**src/rtl/fpu_operand_sequencer.sv**
```systemverilog
// Issue-and-capture stage around a combinational FPU adder/subtractor: walks the
// operand ROMs, drives registered operands, and buffers each result behind valid/ready.
module fpu_operand_sequencer #(
   parameter int ADDR_WIDTH = 5,
   parameter int CNT_WIDTH  = 16
) (
   input  logic                  i_clk,
   input  logic                  i_rst,
   input  logic                  i_start,
   input  logic [1:0]            i_op_mode,
   input  logic [ADDR_WIDTH-1:0] i_last_addr,
   output logic [ADDR_WIDTH-1:0] o_rom_addr,
   input  logic [31:0]           i_rom_a,
   input  logic [31:0]           i_rom_b,
   output logic                  o_add_sub,
   output logic [31:0]           o_32_a,
   output logic [31:0]           o_32_b,
   input  logic [31:0]           i_32_s,
   input  logic                  i_ov_flag,
   input  logic                  i_un_flag,
   output logic                  o_res_valid,
   input  logic                  i_res_ready,
   output logic [31:0]           o_res_data,
   output logic                  o_res_ov,
   output logic                  o_res_un,
   output logic [ADDR_WIDTH-1:0] o_res_addr,
   output logic                  o_res_sub,
   output logic                  o_busy,
   output logic                  o_done,
   output logic [CNT_WIDTH-1:0]  o_ov_cnt,
   output logic [CNT_WIDTH-1:0]  o_un_cnt
);

   typedef enum logic [2:0] {S_IDLE, S_READ, S_LOAD, S_EXEC, S_HOLD} state_t;

   localparam logic [1:0] MODE_SUB  = 2'b01;
   localparam logic [1:0] MODE_BOTH = 2'b10;

   state_t                state_q, state_d;
   logic [1:0]            mode_q;
   logic [ADDR_WIDTH-1:0] last_q;
   logic                  accept;
   logic                  both_second;
   logic                  run_end;

   assign accept      = (state_q == S_HOLD) && o_res_valid && i_res_ready;
   assign both_second = (mode_q == MODE_BOTH) && !o_add_sub;
   assign run_end     = (o_rom_addr == last_q);
   assign o_busy      = (state_q != S_IDLE);

   // NOTE: state and datapath registers use non-blocking assignments so every
   // process sees the pre-edge values regardless of evaluation order.
   always_ff @(posedge i_clk) begin
      if (i_rst) state_q <= S_IDLE;
      else       state_q <= state_d;
   end

   // NOTE: next state gets its default first, so no path through this block
   // leaves state_d unassigned and no latch is inferred.
   always_comb begin
      state_d = state_q;
      case (state_q)
         S_IDLE: if (i_start) state_d = S_READ;
         S_READ: state_d = S_LOAD;
         S_LOAD: state_d = S_EXEC;
         S_EXEC: state_d = S_HOLD;
         S_HOLD: begin
            if (accept) begin
               if (both_second)  state_d = S_EXEC;
               else if (run_end) state_d = S_IDLE;
               else              state_d = S_READ;
            end
         end
         default: state_d = S_IDLE;
      endcase
   end

   always_ff @(posedge i_clk) begin
      if (i_rst) begin
         mode_q      <= '0;
         last_q      <= '0;
         o_rom_addr  <= '0;
         o_add_sub   <= 1'b0;
         o_32_a      <= '0;
         o_32_b      <= '0;
         o_res_valid <= 1'b0;
         o_res_data  <= '0;
         o_res_ov    <= 1'b0;
         o_res_un    <= 1'b0;
         o_res_addr  <= '0;
         o_res_sub   <= 1'b0;
         o_done      <= 1'b0;
         o_ov_cnt    <= '0;
         o_un_cnt    <= '0;
      end else begin
         o_done <= 1'b0;
         case (state_q)
            S_IDLE: begin
               if (i_start) begin
                  mode_q     <= i_op_mode;
                  last_q     <= i_last_addr;
                  o_rom_addr <= '0;
                  o_ov_cnt   <= '0;
                  o_un_cnt   <= '0;
                  o_add_sub  <= (i_op_mode == MODE_SUB);
               end
            end
            S_LOAD: begin
               o_32_a <= i_rom_a;
               o_32_b <= i_rom_b;
            end
            S_EXEC: begin
               o_res_valid <= 1'b1;
               o_res_data  <= i_32_s;
               o_res_ov    <= i_ov_flag;
               o_res_un    <= i_un_flag;
               o_res_addr  <= o_rom_addr;
               o_res_sub   <= o_add_sub;
            end
            S_HOLD: begin
               if (accept) begin
                  o_res_valid <= 1'b0;
                  if (o_res_ov && (o_ov_cnt != '1)) o_ov_cnt <= o_ov_cnt + CNT_WIDTH'(1);
                  if (o_res_un && (o_un_cnt != '1)) o_un_cnt <= o_un_cnt + CNT_WIDTH'(1);
                  // BOTH mode reuses the loaded operands for the subtract pass.
                  if (both_second) begin
                     o_add_sub <= 1'b1;
                  end else if (run_end) begin
                     o_done <= 1'b1;
                  end else begin
                     o_rom_addr <= o_rom_addr + ADDR_WIDTH'(1);
                     o_add_sub  <= (mode_q == MODE_SUB);
                  end
               end
            end
            default: ;
         endcase
      end
   end

endmodule

```
**config.mk**
```make
export PLATFORM = sky130hd
export DESIGN_NAME = fpu_operand_sequencer
export DESIGN_NICKNAME = d
export VERILOG_FILES = /design/src/rtl/fpu_operand_sequencer.sv
export SDC_FILE = /design/constraint.sdc
export NUM_CORES = 1
export LEC_CHECK = 0
export CORE_MARGIN = 2
export CORE_UTILIZATION = 25
export DETAILED_ROUTE_END_ITERATION = 8
export GPL_TIMING_DRIVEN = 0
export SYNTH_ARGS = -nofsm -noshare
export SYNTH_HDL_FRONTEND = slang
export SYNTH_SLANG_ARGS = --single-unit
```
**constraint.sdc**
```tcl
create_clock -name i_clk -period 3.2 [get_ports i_clk]
set_input_delay 0.48 -clock i_clk [delete_from_list [all_inputs] [get_ports i_clk]]
set_output_delay 0.48 -clock i_clk [all_outputs]
set_load 0.01 [all_outputs]
```
; Yosys cells after proc, flatten, opt, wreduce, memory -nomap -nowiden
; Cells that the tools add are included.
[classes]
div = 0
bitwise_logic = 2
n_eq_ne = 17
shifts = 0
add_sub_neg = 3
mux = 25
multipliers = 0
order_cmp = 0
reduce_logical = 18
[op_table]
columns = operator, n
row1 = 2-to-1 mux 16 bit, 5
row2 = one-hot mux 16 bit (2 select lines), 2
row3 = adder 16 x 1 -> 16 bit (second input constant), 2
row4 = != test 16 bit (second input constant), 2
row5 = 2-to-1 mux 5 bit, 4
row6 = one-hot mux 3 bit (5 select lines), 1
row7 = AND reduction 4 bit, 3
row8 = one-hot mux 5 bit (2 select lines), 1
row9 = != test 2 bit (second input constant), 4
row10 = 2-to-1 mux 1 bit, 7
row11 = equality test 3 x 2 -> 1 bit (second input constant), 2
row12 = 2-to-1 mux 3 bit, 2
row13 = AND reduction 2 bit, 3
row14 = adder 5 x 1 -> 5 bit (second input constant), 1
row15 = equality test 5 bit, 1
row16 = logical AND 1 bit, 5
row17 = AND reduction 5 bit, 1
row18 = equality test 2 x 1 -> 1 bit (second input constant), 2
row19 = != test 2 x 1 -> 1 bit (second input constant), 2
row20 = one-hot mux 1 bit (2 select lines), 2
row21 = nonzero test 2 bit, 2
row22 = OR reduction 4 bit, 1
row23 = equality test 3 x 1 -> 1 bit (second input constant), 1
row24 = equality test 3 bit (second input constant), 1
row25 = other kinds (7), 8
[totals]
mem_bits_rw = 0
romBits = 0
word_cells = 81
n_memories = 0
register_bits = 154
latchBits = 0

; Logic depth before layout (Yosys ltp)
; Gate-level depths: netlist of the first run.
[depth]
ltp_word = 5
depth_mapped = 9

; Least setup slack after synthesis of the first run
; No wires, ideal clock.
[synth_timing]
path_kind = reg-to-reg
startpoint = register o_ov_cnt[0]
endpoint = register o_ov_cnt[5]
stages_incl_launch_ff = 8
arrival_time_ns = 1.892
n_path_buf = 1
setup_slack_ns = 1.190
synth_period_minus_slack_ns = 2.010
required_time_ns = 3.081
cell_sequence = dfxtp_1 > ha_1 > nand3_1 > nor4_1 > a311o_2 > buf_6 > nor3_1 > o221a_2
[synth_between]
elab_chain_len = 4
[synth_lines]
columns = item, line_no
row1 = "start, declared", 30  ; output logic [CNT_WIDTH-1:0] o_ov_cnt,
row2 = "start signal, assigned", 123  ; if (o_res_ov && (o_ov_cnt != '1)) o_ov_cnt <= o_ov_cnt + CNT_WIDTH'(1);
row3 = adder 16 x 1 -> 16 bit / != test 16 bit (equally long branches), 123
row4 = 2-to-1 mux 16 bit / logical AND 1 bit (equally long branches), 123
row5 = 2-to-1 mux 16 bit / != test 2 x 1 -> 1 bit (equally long branches), -
row6 = one-hot mux 16 bit (2 select lines) / AND reduction 4 bit (equally long branches), -
; Several ways; a longest one is shown, not always the timed one. The select of a mux whose other input is x is not followed.
; A chain may end at the register's enable or synchronous reset.

; Worst setup path after layout of the first run
[layout_timing]
startpoint = register state_q[0]
endpoint = output port o_busy
[layout_between]
elab_chain_len = 1
[layout_lines]
columns = item, line_no
row1 = "start, declared", 39  ; state_t state_q, state_d;
row2 = "start signal, assigned", 55  ; else state_q <= state_d;
row3 = nonzero test 3 bit, 49  ; assign o_busy = (state_q != S_IDLE);
row4 = "end, declared", 28  ; output logic o_busy,
; Every way passes these cells.

==> results.md, run 1 <==
* I/O Buffers at 252
* Post-Syn Area per Cell at roughly 8.0 sq um
* F_max at 418 MHz
* Initial Util at 25.5%
* Synth-to-Final Area Change at 57.1%
* Register area share after synthesis at a little under 50%
* IO Pins at 254
* Hold-fix buffers, CTS at 0
* GP Congestion at about 0.83
* Final Skew at 0.0134 ns
* Cell area after layout at 9740 sq um
* Worst-path fanout max at 8
* Die Area at between 20,000 and 30,000 sq um
* Layout cell share with drive strength beyond 1 at 5.18%
* Setup crit end kind: output pin
* Storage cell area at between 3000 and 4000 sq um
* Crit start category: flip-flop
* Antenna violations before repair at 1
* Worst R2R Start: o_ov_cnt[0]
* Final Net Count at 1,161
* Max cap viols at 0
* Cell Int Power at approximately 3.6 mW
* Die H at approximately 160 um
* Clk pwr share at 42.9%
* Fin. Hold Viols at 0
* Net Sw Power at 1.37 mW
* Comb pwr share at 15.4%
* Clock Sinks at 154
* Register bit count reported by yosys at between 150 and 200
* DRT Pass-1 Iters at 5
* Post_cts resized at 0
* Warning count from the yosys run at 0
* CP Data Arrival Time at approximately 1.9 ns
* Drt initial violations at approximately 430
* Cell Area, Synth at 6200 sq um
* Tcrit/Tclk final at 74.7%
* Largest net degree at the start of global routing at 17
* TritonCTS buffer count at 17
* Synth Instances at 778
* Status: complete, no violations
* Fin crit period at 2.39 ns
* Clk Tree Root Cell: clkbuf_16
* Hold Startpoint: o_res_data[20]
* Vias at 6,479
* Switch share at between 20 and 30%
* Seq pwr share at a little over two fifths
* # H-tree levels at 4
* Area of the multi-input gates at 2850 sq um
* Routed WL at approximately 22 mm
* Die X at 161 um
* Max rail drop VDD at 276 uV
* WL/cell at 15.9 um
* GRT overflow at 0
* Post-synth EDFFs at 0
* Final setup viols at 0
* Actual slew at the worst max-slew pin at 1.02 ns
* Syn nets at 890
* Slew headroom at 31.9%
* CORE AREA at between 20,000 and 25,000 sq um
* Distinct cells, synth at 61
* Clock slew at reported path FFs at 0.07 ns
* Row Count at 57
* TritonCTS clock tree: yes
* Setup TNS Final at 0 ns
* Slew Limit Fails at 0
* Filler Cells Inserted at 2,461
* Origin of the worst setup path: state_q[0]
* Worst min path class: flip-flop to flip-flop
* RSZ-0062 raised after global routing: no
* DR DRC count at 0
* Asr flop ratio synth at 0%
* Synth Flop Type: dfxtp_1
* Finished Core Util at 40.0%
* WHS at between 0.4 and 0.5 ns
* Worst EP required at 2.72 ns
* First-pass GRT wire length at between 30 and 40 mm
* Antenna Nets Post-Route at 0
* Leak at about 3.2 nW
* Placed wire-length estimate at 16.2 mm
* GRT Util Overall at 16.4%
* Vias in the first global route at 6,136
* CTS Buffer Depth at 2
* Worst-Skew Late Latency at ~0.44 ns
* Post-DP Area at 9130 sq um
* Pwr dens at 506 nW/um^2
* Kind of critical path: flip-flop to output pin
* Flop2flop setup slack at 0.87 ns
* Vias/cell at 4.67
* Setup bufs post-CTS at 0
## state kept, by name, summed over array words and instances, names as in the netlist
register,count
last_q,5
mode_q,2
o_32_a,32
o_32_b,32
o_add_sub,1
o_done,1
o_ov_cnt,16
o_res_addr,5
o_res_data,32
o_res_ov,1
o_res_sub,1
o_res_un,1
o_res_valid,1
o_rom_addr,5
o_un_cnt,16
state_q,3
## area by class of cell
class / count / area share [%]
antenna: 1 / 0.0257
buffer: 51 / 2.26
clock buffer: 17 / 4.37
clock inverter: 15 / 1.88
inverter: 13 / 0.501
multi-input combinational: 560 / 29.2
sequential: 154 / 31.7
tap: 324 / 4.16
timing repair buffer: 252 / 25.9
## cell usage in the layout, fill, tap and decap left out, types with 10 or more instances in the layout
| cell type | n |
|---|---|
| nor3_1 | 11 |
| a21oi_1 | 118 |
| nor2_1 | 33 |
| inv_1 | 12 |
| dfxtp_1 | 154 |
| o21ai_0 | 16 |
| clkdlybuf4s50_1 | 252 |
| o31ai_1 | 10 |
| nand2_1 | 234 |
| clkbuf_1 | 39 |
| o211ai_1 | 15 |
| nand3_1 | 16 |
| clkbuf_16 | 17 |
## critical path: stages, from the launching register on
cell	delay, ns
dfxtp_1	0.31
clkbuf_1	0.32
nor2_1	0.16
nand2_1	0.15
clkdlybuf4s50_1	0.55
## stage by stage
stage / power [mW] / setup WS, ns / std cells
3_3_place_gp: 2.85 / 0.642 / 1354
6_report: 4.93 / 0.809 / 1387
4_1_cts: 4.99 / 0.805 / 1386
2_1_floorplan: 2.44 / 1.19 / 778
3_5_place_dp: 2.85 / 0.677 / 1354
5_1_grt: 5.14 / 0.641 / 1387
## metal layers
layer / vias to the layer above / GRT usage [%] / part of all wire [%]
met5: - / 0 / 0
met4: 0 / 5.97 / 2.2
met3: 30 / 3.98 / 6.1
met2: 211 / 26.0 / 46
met1: 3015 / 21.8 / 46
li1: 3223 / - / -
## kinds of logic (layout without fill, tap and decap cells)
family,Yosys count,in the layout,synth area share (%)
xor gates and xnor gates,6,6,0.848
DFF,154,154,49.7
buffers and inverters,64,348,4.34
and+or+nand+nor,342,342,23.7
muxes,10,10,1.64
AOI/OAI and AO/OA,199,199,19.1
other,0,1,0
adders and majority gates,3,3,0.606
## cell usage after synthesis (3+ instances only)
library cell	number	area, sq um
a211oi_1	3	22.5
a21o_1	3	22.5
a21oi_1	118	591
a31oi_1	7	43.8
and2_1	4	25.0
and3_1	9	56.3
buf_1	4	15.0
buf_2	4	20.0
buf_6	3	33.8
clkbuf_1	39	146
dfxtp_1	154	3080
ha_1	3	37.5
inv_1	12	45.0
mux2i_1	9	90.1
nand2_1	234	878
nand3_1	16	80.1
nand4_1	9	56.3
nor2_1	33	124
nor3_1	11	55.1
nor4_1	4	25.0
o211ai_1	15	113
o21ai_0	16	80.1
o31ai_1	10	75.1
o41ai_1	4	35.0
or3_1	3	18.8
or4_1	3	22.5
xnor2_1	5	43.8
## worst paths after layout
path / end / depth (start not counted)
setup / recovery: o_busy / 4
hold reg to reg: o_res_data[20] / 2
setup reg to reg: o_ov_cnt[4] / 8
hold / removal: o_res_data[20] / 2
## power by group through the flow
stage	Sequential (mW)	Combinational, mW	Clock [mW]
after detailed placement	2.10	0.759	0
after CTS	2.05	0.763	2.17
after global routing	2.06	0.824	2.25
after global placement	2.09	0.758	0
after floorplan	2.13	0.310	0
final	2.05	0.758	2.12
(Power assumes the default switching activity.)
==> inputs of run 2 (changes only) <==
==> constraint.sdc (replaced) <==
create_clock -name i_clk -period 2.15 [get_ports i_clk]
set_input_delay 0.3225 -clock i_clk [delete_from_list [all_inputs] [get_ports i_clk]]
set_output_delay 0.3225 -clock i_clk [all_outputs]
set_load 0.01 [all_outputs]
==> run 2 against run 1 <==
  * Core utilization increased by 0.22 points
  * First-iteration DRC count decreased by 8.0%
  * Critical path depth increased by 3
  * Die area unchanged
  * Cell count decreased by 0.14%
  * Largest cell class unchanged
  * Sequential cell count unchanged
  * Register-to-register slack got worse by 0.72 ns
==> results.md, run 2 (synthesized netlist as in run 1, its figures left out) <==
* Status: complete, no violations (unchanged)
* Clock slew at reported path FFs at 0.07 ns (about the same)
* Slew headroom at 44.7% (was 31.9%)
* GR Util met1 at 21.8% (about the same)
* Hold-fix buffers, CTS at 0 (unchanged)
* Grt met2 use at 26.0% (about the same)
* Row Count at 57 (unchanged)
* GRT Util Overall at 16.5% (was 16.4%)
* Net Sw Power at 2.04 mW (was 1.37 mW)
* Crit start category: flip-flop (unchanged)
* CORE AREA at 24,300 sq um (unchanged)
* Layout cell share with drive strength beyond 1 at 6.23% (was 5.18%)
* Fin crit period at 2.00 ns
* Vias/cell at 4.66 (was 4.67)
* GP Congestion at 0.834 (unchanged)
* WL/cell at 15.9 um (about the same)
* Antenna Nets Post-Route at 0 (unchanged)
* Worst-Skew Late Latency at 0.43 ns (was 0.44 ns)
* WHS at 0.431 ns (was 0.453 ns)
* Final setup viols at 0 (unchanged)
* Placed Cells at 1,354 (unchanged)
* Largest net degree at the start of global routing at 17 (unchanged)
* Final Net Count at 1,159 (was 1,161)
* Clock Sinks at 154 (unchanged)
* Worst EP required at 2.45 ns (was 2.72 ns)
* Antenna violations before repair at 1 (unchanged)
* TritonCTS clock tree: yes (unchanged)
* Placed wire-length estimate at 16.2 mm (unchanged)
* Clk Tree Root Cell: clkbuf_16 (unchanged)
* TritonCTS buffer count at 17 (unchanged)
* Actual slew at the worst max-slew pin at 0.822 ns (was 1.02 ns)
* DR DRC count at 0 (unchanged)
* Leak at 3.27 nW (was 3.24 nW)
* Final Skew at 0.0127 ns (was 0.0134 ns)
* Slew Limit Fails at 0 (unchanged)
* Filler Cells Inserted at 2,457 (was 2,461)
* Worst-path fanout max at 10 (was 8)
* CP Data Arrival Time at 2.29 ns (was 1.91 ns)
* Max cap viols at 0 (unchanged)
* Kind of critical path: flip-flop to flip-flop (was flip-flop to output pin)
* Cell Int Power at 5.29 mW (was 3.56 mW)
* Gr busiest metal: met2 (unchanged)
* Setup crit end kind: flip-flop (was output pin)
* Area of the multi-input gates at 2900 sq um (was 2850 sq um)
* Comb pwr share at 15.3% (was 15.4%)
* First-pass GRT wire length at 34.1 mm (was 34.0 mm)
* Most frequent cells in the layout: clkdlybuf4s50_1 (251), nand2_1 (234), dfxtp_1 (151), a21oi_1 (118), clkbuf_1 (36) (was clkdlybuf4s50_1 (252), nand2_1 (234), dfxtp_1 (154), a21oi_1 (118), clkbuf_1 (39))
* M3 GR Usage at 3.98% (unchanged)
* Clk pwr share at 42.9% (about the same)
* Synth-to-Final Area Change at 57.9% (was 57.1%)
* F_max at between 500 and 600 MHz
* GRT overflow at 0 (unchanged)
* Routed WL at 22.1 mm (about the same)
* Switch share at 27.8% (about the same)
* Die X at 161 um (unchanged)
* I/O Buffers at 252 (unchanged)
* Worst min path class: input port to flip-flop (was flip-flop to flip-flop)
* DRT Pass-1 Iters at 5 (unchanged)
* Seq pwr share at 41.7% (about the same)
* Final std cells w/o fill at 1,385 (was 1,387)
* # H-tree levels at 4 (unchanged)
* Tcrit/Tclk final at 92.9%
* RSZ-0062 raised after global routing: no (unchanged)
* Die Area at 26,100 sq um (unchanged)
* Tot Pwr at 7.33 mW (was 4.93 mW)
* Max rail drop VDD at 410 uV (was 276 uV)
* IO Pins at 254 (unchanged)
* Vias in the first global route at 6,136 (unchanged)
* Drt initial violations at 392 (was 426)
* CTS Buffer Depth at 2 (unchanged)
* Pwr dens at 749 nW/um^2 (was 506 nW/um^2)
* Commonest non-fill, non-tap cell in the layout: clkdlybuf4s50_1 (unchanged)
* Initial Util at 25.5% (unchanged)
* Vias at 6,451 (was 6,479)
* Fin. Hold Viols at 0 (unchanged)
* Die H at 161 um (unchanged)
* Registers with the most flip-flops: o_32_a: 32 flops, o_32_b: 32 flops, o_res_data: 32 flops (unchanged)
* Setup bufs post-CTS at 0 (unchanged)
* Storage cell area at 3090 sq um (was 3080 sq um)
run 2: worst paths after layout:
| kind | start | to | slack (ns) | cells past startpoint |
|---|---|---|---|---|
| max reg2reg | state_q[1] | o_un_cnt[9] | 0.15 | 7 |
| min reg2reg | o_res_data[20] | o_res_data[20] | 0.45 | 2 |
| min | i_rom_b[10] | o_32_b[10] | 0.43 | 3 |
| max | state_q[1] | o_un_cnt[9] | 0.15 | 7 |
run 2: cell type report:
cell class	count	area share [%]
Multi-Input combinational cell	560	29.6
Timing Repair Buffer	252	25.8
Antenna cell	1	0.0256
Clock inverter	15	1.87
Clock buffer	17	4.35
Tap cell	324	4.14
Buffer	49	2.21
Inverter	13	0.499
Sequential cell	154	31.5
run 2: power groups by stage:
stage | clock network (mW) | registers [mW] | logic [mW]
floorplan | 0 | 3.17 | 0.462
global placement | 0 | 3.11 | 1.13
detailed placement | 0 | 3.12 | 1.13
CTS | 3.23 | 3.06 | 1.13
global route | 3.35 | 3.07 | 1.22
finish | 3.15 | 3.06 | 1.13
run 2: metal layers:
layer,part of all wire [%],up-vias
li1,-,3220
met1,46,3003
met2,46,198
met3,5.9,30
met4,2.2,0
met5,0,-
run 2: stage by stage:
stage                     instance area, sq um  TNS [ns]  utilization, %  setup WS [ns]
after floorplan                           6200         0               -          0.140
after global placement                    9130     -4.48            37.5         -0.250
after detailed placement                  9130     -4.63            37.5         -0.216
after CTS                                 9750         0            40.1        0.00377
after global routing                      9790         0            40.2        0.00787
final                                     9790         0            40.2          0.153
run 2: worst max-delay path, stage by stage (launching register included):
cell	delay (ns)
dfxtp_1	0.29
buf_2	0.18
or2_1	0.31
a221oi_1	0.48
o21ai_4	0.16
buf_6	0.18
o211ai_1	0.17
o41ai_1	0.09
run 2: repair_timing:
action	4_1_cts	5_1_grt
pin swaps	0	1
resized for setup	5	11
setup endpoints to repair	78	53
